<file path="src/rtl/loopback_bist.sv">
// loopback_bist: built-in self test for a serial loopback path.
// A TX FSM streams NUM_PACKETS packets of PACKET_BYTES bytes (HEADER_BYTE
// followed by (p+k) mod 256) to the serializer. An RX FSM hunts for the header
// in the returned stream, checks the payload against the same pattern, and
// reports mismatches, completed packets and pass/fail.
//
// Ports:
//   clock, reset            sole clock; synchronous active-high reset
//   start                   one-cycle run request (ignored while busy)
//   tx_data/tx_valid/tx_ready  byte stream to the serializer
//   rx_data/rx_valid        returned bytes, no backpressure
//   busy, done, pass        run status; pass is meaningful while done=1
//   error_count, pkt_count  byte mismatches (saturating), packets checked
//   timeout                 run ended by the idle watchdog
//
// Optional feature: define BIST_TIMEOUT_EN to build the RX idle watchdog
// (TIMEOUT_CYCLES). Without it, timeout stays 0 and a run waits forever.
module loopback_bist #(
  parameter int          PACKET_BYTES   = 24,
  parameter int          NUM_PACKETS    = 4,
  parameter logic [7:0]  HEADER_BYTE    = 8'hFF,
  parameter int          TIMEOUT_CYCLES = 100000
) (
  input  logic        clock,
  input  logic        reset,
  input  logic        start,
  output logic [7:0]  tx_data,
  output logic        tx_valid,
  input  logic        tx_ready,
  input  logic [7:0]  rx_data,
  input  logic        rx_valid,
  output logic        busy,
  output logic        done,
  output logic        pass,
  output logic [15:0] error_count,
  output logic [15:0] pkt_count,
  output logic        timeout
);

  localparam int              KW     = 9;
  localparam logic [KW-1:0]   K_LAST = KW'(PACKET_BYTES - 1);
  localparam logic [15:0]     P_LAST = 16'(NUM_PACKETS - 1);

  typedef enum logic {T_IDLE, T_SEND} tx_state_t;
  typedef enum logic [1:0] {R_IDLE, R_HUNT, R_CHECK, R_DONE} rx_state_t;

  tx_state_t     tx_state;
  rx_state_t     rx_state;
  logic [KW-1:0] tx_k, rx_k;
  logic [15:0]   tx_p;

  logic        launch, tx_fire, wd_fire, rx_miss;
  logic [7:0]  rx_exp;
  logic [15:0] err_next;

  assign launch  = start && !busy;
  assign tx_fire = tx_valid && tx_ready;
  // pkt_count doubles as the packet index p of the packet being checked
  assign rx_exp  = pkt_count[7:0] + rx_k[7:0];
  assign rx_miss = (rx_state == R_CHECK) && rx_valid && (rx_data != rx_exp);
  // next error count, so the last byte of a run is included in pass
  assign err_next = (rx_miss && error_count != 16'hFFFF) ? error_count + 16'd1
                                                        : error_count;

`ifdef BIST_TIMEOUT_EN
  logic [31:0] wd_cnt;

  always_ff @(posedge clock) begin
    if (reset || launch || rx_valid || !busy) wd_cnt <= '0;
    else                                     wd_cnt <= wd_cnt + 32'd1;
  end

  assign wd_fire = busy && (wd_cnt >= 32'(TIMEOUT_CYCLES));
`else
  assign wd_fire = 1'b0;
`endif

  // TX: a launch restarts the stream from any state
  always_ff @(posedge clock) begin
    if (reset) begin
      tx_state <= T_IDLE;
      tx_valid <= 1'b0;
      tx_data  <= '0;
      tx_k     <= '0;
      tx_p     <= '0;
    end else if (launch) begin
      tx_state <= T_SEND;
      tx_valid <= 1'b1;
      tx_data  <= HEADER_BYTE;
      tx_k     <= '0;
      tx_p     <= '0;
    end else if (wd_fire) begin
      tx_state <= T_IDLE;
      tx_valid <= 1'b0;
    end else begin
      case (tx_state)
        T_SEND: if (tx_fire) begin
          if (tx_k == K_LAST) begin
            if (tx_p == P_LAST) begin
              tx_state <= T_IDLE;
              tx_valid <= 1'b0;
            end else begin
              tx_p    <= tx_p + 16'd1;
              tx_k    <= '0;
              tx_data <= HEADER_BYTE;
            end
          end else begin
            tx_k    <= tx_k + KW'(1);
            tx_data <= tx_p[7:0] + tx_k[7:0] + 8'd1;
          end
        end
        default: tx_state <= T_IDLE;
      endcase
    end
  end

  // RX checker plus run status
  always_ff @(posedge clock) begin
    if (reset) begin
      rx_state    <= R_IDLE;
      rx_k        <= '0;
      busy        <= 1'b0;
      done        <= 1'b0;
      pass        <= 1'b0;
      timeout     <= 1'b0;
      error_count <= '0;
      pkt_count   <= '0;
    end else if (launch) begin
      rx_state    <= R_HUNT;
      rx_k        <= '0;
      busy        <= 1'b1;
      done        <= 1'b0;
      pass        <= 1'b0;
      timeout     <= 1'b0;
      error_count <= '0;
      pkt_count   <= '0;
    end else if (wd_fire) begin
      rx_state <= R_DONE;
      busy     <= 1'b0;
      done     <= 1'b1;
      pass     <= 1'b0;
      timeout  <= 1'b1;
    end else begin
      case (rx_state)
        R_HUNT: if (rx_valid && rx_data == HEADER_BYTE) begin
          rx_state <= R_CHECK;
          rx_k     <= KW'(1);
        end
        R_CHECK: if (rx_valid) begin
          error_count <= err_next;
          if (rx_k == K_LAST) begin
            pkt_count <= pkt_count + 16'd1;
            if (pkt_count == P_LAST) begin
              rx_state <= R_DONE;
              busy     <= 1'b0;
              done     <= 1'b1;
              pass     <= (err_next == 16'd0) && !timeout;
            end else begin
              rx_state <= R_HUNT;
            end
          end else begin
            rx_k <= rx_k + KW'(1);
          end
        end
        default: ;  // R_IDLE / R_DONE hold until start or reset
      endcase
    end
  end

endmodule

</file>
<file path="config.mk">
export PLATFORM = sky130hd
export DESIGN_NAME = loopback_bist
export DESIGN_NICKNAME = d
export VERILOG_FILES = /design/src/rtl/loopback_bist.sv
export SDC_FILE = /design/constraint.sdc
export NUM_CORES = 1
export LEC_CHECK = 0
export CORE_MARGIN = 2
export CORE_UTILIZATION = 56
export DETAILED_ROUTE_END_ITERATION = 10
export GPL_TIMING_DRIVEN = 0
export PLACE_DENSITY = 0.82
export SLEW_MARGIN = 10
export SYNTH_ARGS = -nofsm -noshare
export SYNTH_HDL_FRONTEND = slang
export SYNTH_SLANG_ARGS = --single-unit
</file>
<file path="constraint.sdc">
create_clock -name clock -period 3.9 [get_ports clock]
set_input_delay 0.78 -clock clock [delete_from_list [all_inputs] [get_ports clock]]
set_output_delay 0.78 -clock clock [all_outputs]
set_load 0.03 [all_outputs]
</file>
==> results.md <==
- VDD IR max: 0.184 mV
- EDFF count, synth: 0
- Top FF cell, synth: dfxtp_1
- Class of the worst hold path: flip-flop to flip-flop
- Placeable Area: between 7000 and 8000 um^2
- Routed WL: 10200 um
- Post-Syn Nets: 559
- Synth area leaders: dfxtp_1, xor2_1, nor2_1, xnor2_1, ha_1
- Total vias in the final route: 4000
- Number of global-route vias before repair: 3673
- Sequential-to-total area share from yosys stat: 0.363
- Critical Path RT: 4.17 ns
- Sw Share: 0.241
- ANT cells: 0
- FFs w/ async S/R, synth: 0
- Avg WL per Cell: around 15 um
- Largest net degree at the start of global routing: 14
- Total Die Area: 8700 um^2
- Crit-path max cell delay: 0.54 ns
- Root Buffer: clkbuf_8
- Mapped Cells: 525
- Chip height: 93.3 um
- Hold Path Depth: 2
- Register-to-register setup slack: 0.42 ns
- Skew final: 0.00947 ns
- Max Clk Rate: around 290 MHz
- Status: finished clean
- CP Max Fanout: 10
- DRT iter0 DRCs: between 200 and 300
- Internal: about 1.2 mW
- RePlAce Congestion: slightly above 0.9
- Congestion Overflow GR: 0
- Avg Inst Size Synth: 8.50 um^2
- CP Launch Type: flip-flop
- H-Tree Depth: 3
- Synthesized area: between 4000 and 5000 um^2
- Yosys cell types: 52
- Hold wc startpoint: done$_SDFFE_PP0P_
- Critical-path top delay cell: or4_4
- DRT antenna net count: 0
- Power Dens Cells: 294 nW/um^2
- FP Rows: 32
- Critical Path AT: between 3 and 4 ns
- Initial antenna violation count: 0
- Worst-margin pin slew: between 0.6 and 0.7 ns
- Post-CTS resize count: 0
- Crit path from: pkt_count[0]$_SDFFE_PP0P_
- Post-route insts no fill: between 600 and 700
- I/O pin count: 58
- Syn-to-layout area delta: 19.8%
- Starting Density: 0.578
- TritonCTS buffer count: 9
- Worst Hold Path EP: done$_SDFFE_PP0P_
- Crit path cell chain: ha_1 > fa_1 > and3_1 > o21ai_0 > nand2_1 > o211a_1 > nor4_4 > buf_6 > nor4_1 > xor2_1 > or4_4 > o31ai_2
- Synth area leader: dfxtp_1
- Worst-skew pair later-pin latency: about 0.35 ns
- Critical path class: flip-flop to flip-flop
- Post CTS Setup Buffer Count: 0
- Comb pwr share: 0.072
- Final setup viols: 0
- DPL Wire Length: 7600 um
- Reg2Reg Depth: 12
- Clock slew at reported path FFs: 0.08 ns
- Switching pwr: 0.379 mW
- Final worst path period need: 3.48 ns
- Most common cell after layout, fill and taps aside: dfxtp_1
- Power share of the clock group: 0.391
- Final TNS setup: 0 ns
- Max_cap viols: 0
- Detail-routed via count per cell: about 5.7
- Post-Place Cells: 683
- Initial DRT Pass Iterations: 5
- Slew Limit Fails: 0
- CTS tree: built
- Synth warn: 0
- Die Wd: 93.3 um
- Slew HR: 0.599
- First-pass GRT wire length: ~17000 um
- Leakage: 2.00 nW
- Worst reg2reg startpoint: pkt_count[0]$_SDFFE_PP0P_
- RSZ-0062 raised after global routing: no
- Layout cell share with drive strength beyond 1: 0.0469
- Yosys reg bits: a little over 80
- Final Hold Vio Count: 0
- Hold slack: 0.454 ns
- Clk sinks: 81
- Residual DRC: 0
- Reg2reg end: pass$_SDFFE_PP0P_
- PortBufs: 56
- Sequential power share: 0.537
- Final worst-path cycle share: 0.891
- Bufs on Longest Clock Path: 2
- Crit end category: flip-flop
- Global Route Usage Sum: 0.243
- CTS Hold Buffers Added: 0
- Yosys top cell area share: 0.363
- Nets@finish: about 630
- Most frequent cells in the layout: dfxtp_1, nor2_1, clkdlybuf4s50_1
-- logic make-up after synthesis --
family | Yosys count | share of synthesized area
DFF | 81 | 0.363
adders and majority gates | 21 | 0.0622
muxes | 5 | 0.0115
buffers and inverters | 25 | 0.0238
AOI/OAI and AO/OA | 67 | 0.0973
xor gates and xnor gates | 76 | 0.151
other | 1 | 0.000840
and+or+nand+nor | 249 | 0.290
-- synth_stat cells (2+ instances only) --
library cell  number
dfxtp_1           81
nor2_1            80
nand2_1           43
xor2_1            41
xnor2_1           34
nand4_1           24
a21oi_1           22
and3_1            19
ha_1              19
nand3_1           17
o21ai_0           15
clkbuf_1          13
a211oi_1          10
nor3_1            10
inv_1              9
or3_1              9
and2_1             8
nor2b_1            8
nand2b_1           7
and4_1             5
nor4_1             5
mux2i_1            4
nor4b_1            4
a21o_1             3
o21a_1             3
a211o_1            2
fa_1               2
nor4_4             2
o211a_1            2
or2_2              2
-- worst max-delay path, delay by kind of cell (launching register included) --
family / cells / cell delay [ns]
AOI/OAI and AO/OA: 3 / 0.60
xor gates and xnor gates: 1 / 0.19
adders and majority gates: 2 / 0.66
buffers and inverters: 1 / 0.21
DFF: 1 / 0.38
and+or+nand+nor: 5 / 1.36
-- worst max-delay path by stage --
stage                                   end  slack, ns
after CTS                 pass$_SDFFE_PP0P_       0.41
after floorplan           pass$_SDFFE_PP0P_       0.72
after global placement    pass$_SDFFE_PP0P_       0.29
after detailed placement  pass$_SDFFE_PP0P_       0.26
final                     pass$_SDFFE_PP0P_       0.42
after global routing      pass$_SDFFE_PP0P_       0.27
-- power groups by stage --
stage / Clock (mW) / Sequential (mW) / Combinational, mW
after floorplan: 0 / 0.883 / 0.0440
after global placement: 0 / 0.864 / 0.111
after detailed placement: 0 / 0.864 / 0.113
after CTS: 0.625 / 0.845 / 0.113
after global routing: 0.659 / 0.847 / 0.121
final: 0.614 / 0.845 / 0.113
-- flip-flops by register name, summed over array words and instances, names as in the netlist --
register,count
error_count,16
rx_state,2
pass,1
busy,1
rx_k,9
pkt_count,16
tx_valid,1
done,1
tx_state,1
tx_data,8
tx_p,16
tx_k,9
-- layer usage --
metal  vias to the layer above  share of wire  global-route usage  wire [um]
met4                         0          0.015              0.0613        151
met1                      1903           0.45               0.318       4620
met3                        14          0.047              0.0508        484
li1                       1974              -                   -          -
met2                       109           0.48               0.411       4940
met5                         -              0                   0          0
-- cell type report --
type,count,area [um^2]
Buffer,16,72.6
Clock buffer,11,141
Clock inverter,5,55.1
Fill cell,614,2380
Inverter,9,33.8
Multi-Input combinational cell,419,2740
Sequential cell,81,1620
Tap cell,102,128
Timing Repair Buffer,56,561
-- per-stage QoR --
stage | setup slack [ns] | util | area, um^2 | total power [mW]
final | 0.424 | 0.692 | 5350 | 1.57
after global routing | 0.271 | 0.692 | 5350 | 1.63
after CTS | 0.415 | 0.692 | 5350 | 1.58
after detailed placement | 0.258 | 0.667 | 5150 | 0.977
after global placement | 0.289 | 0.667 | 5150 | 0.975
after floorplan | 0.724 | - | 4460 | 0.927
Power figures use the tool's default switching activity.
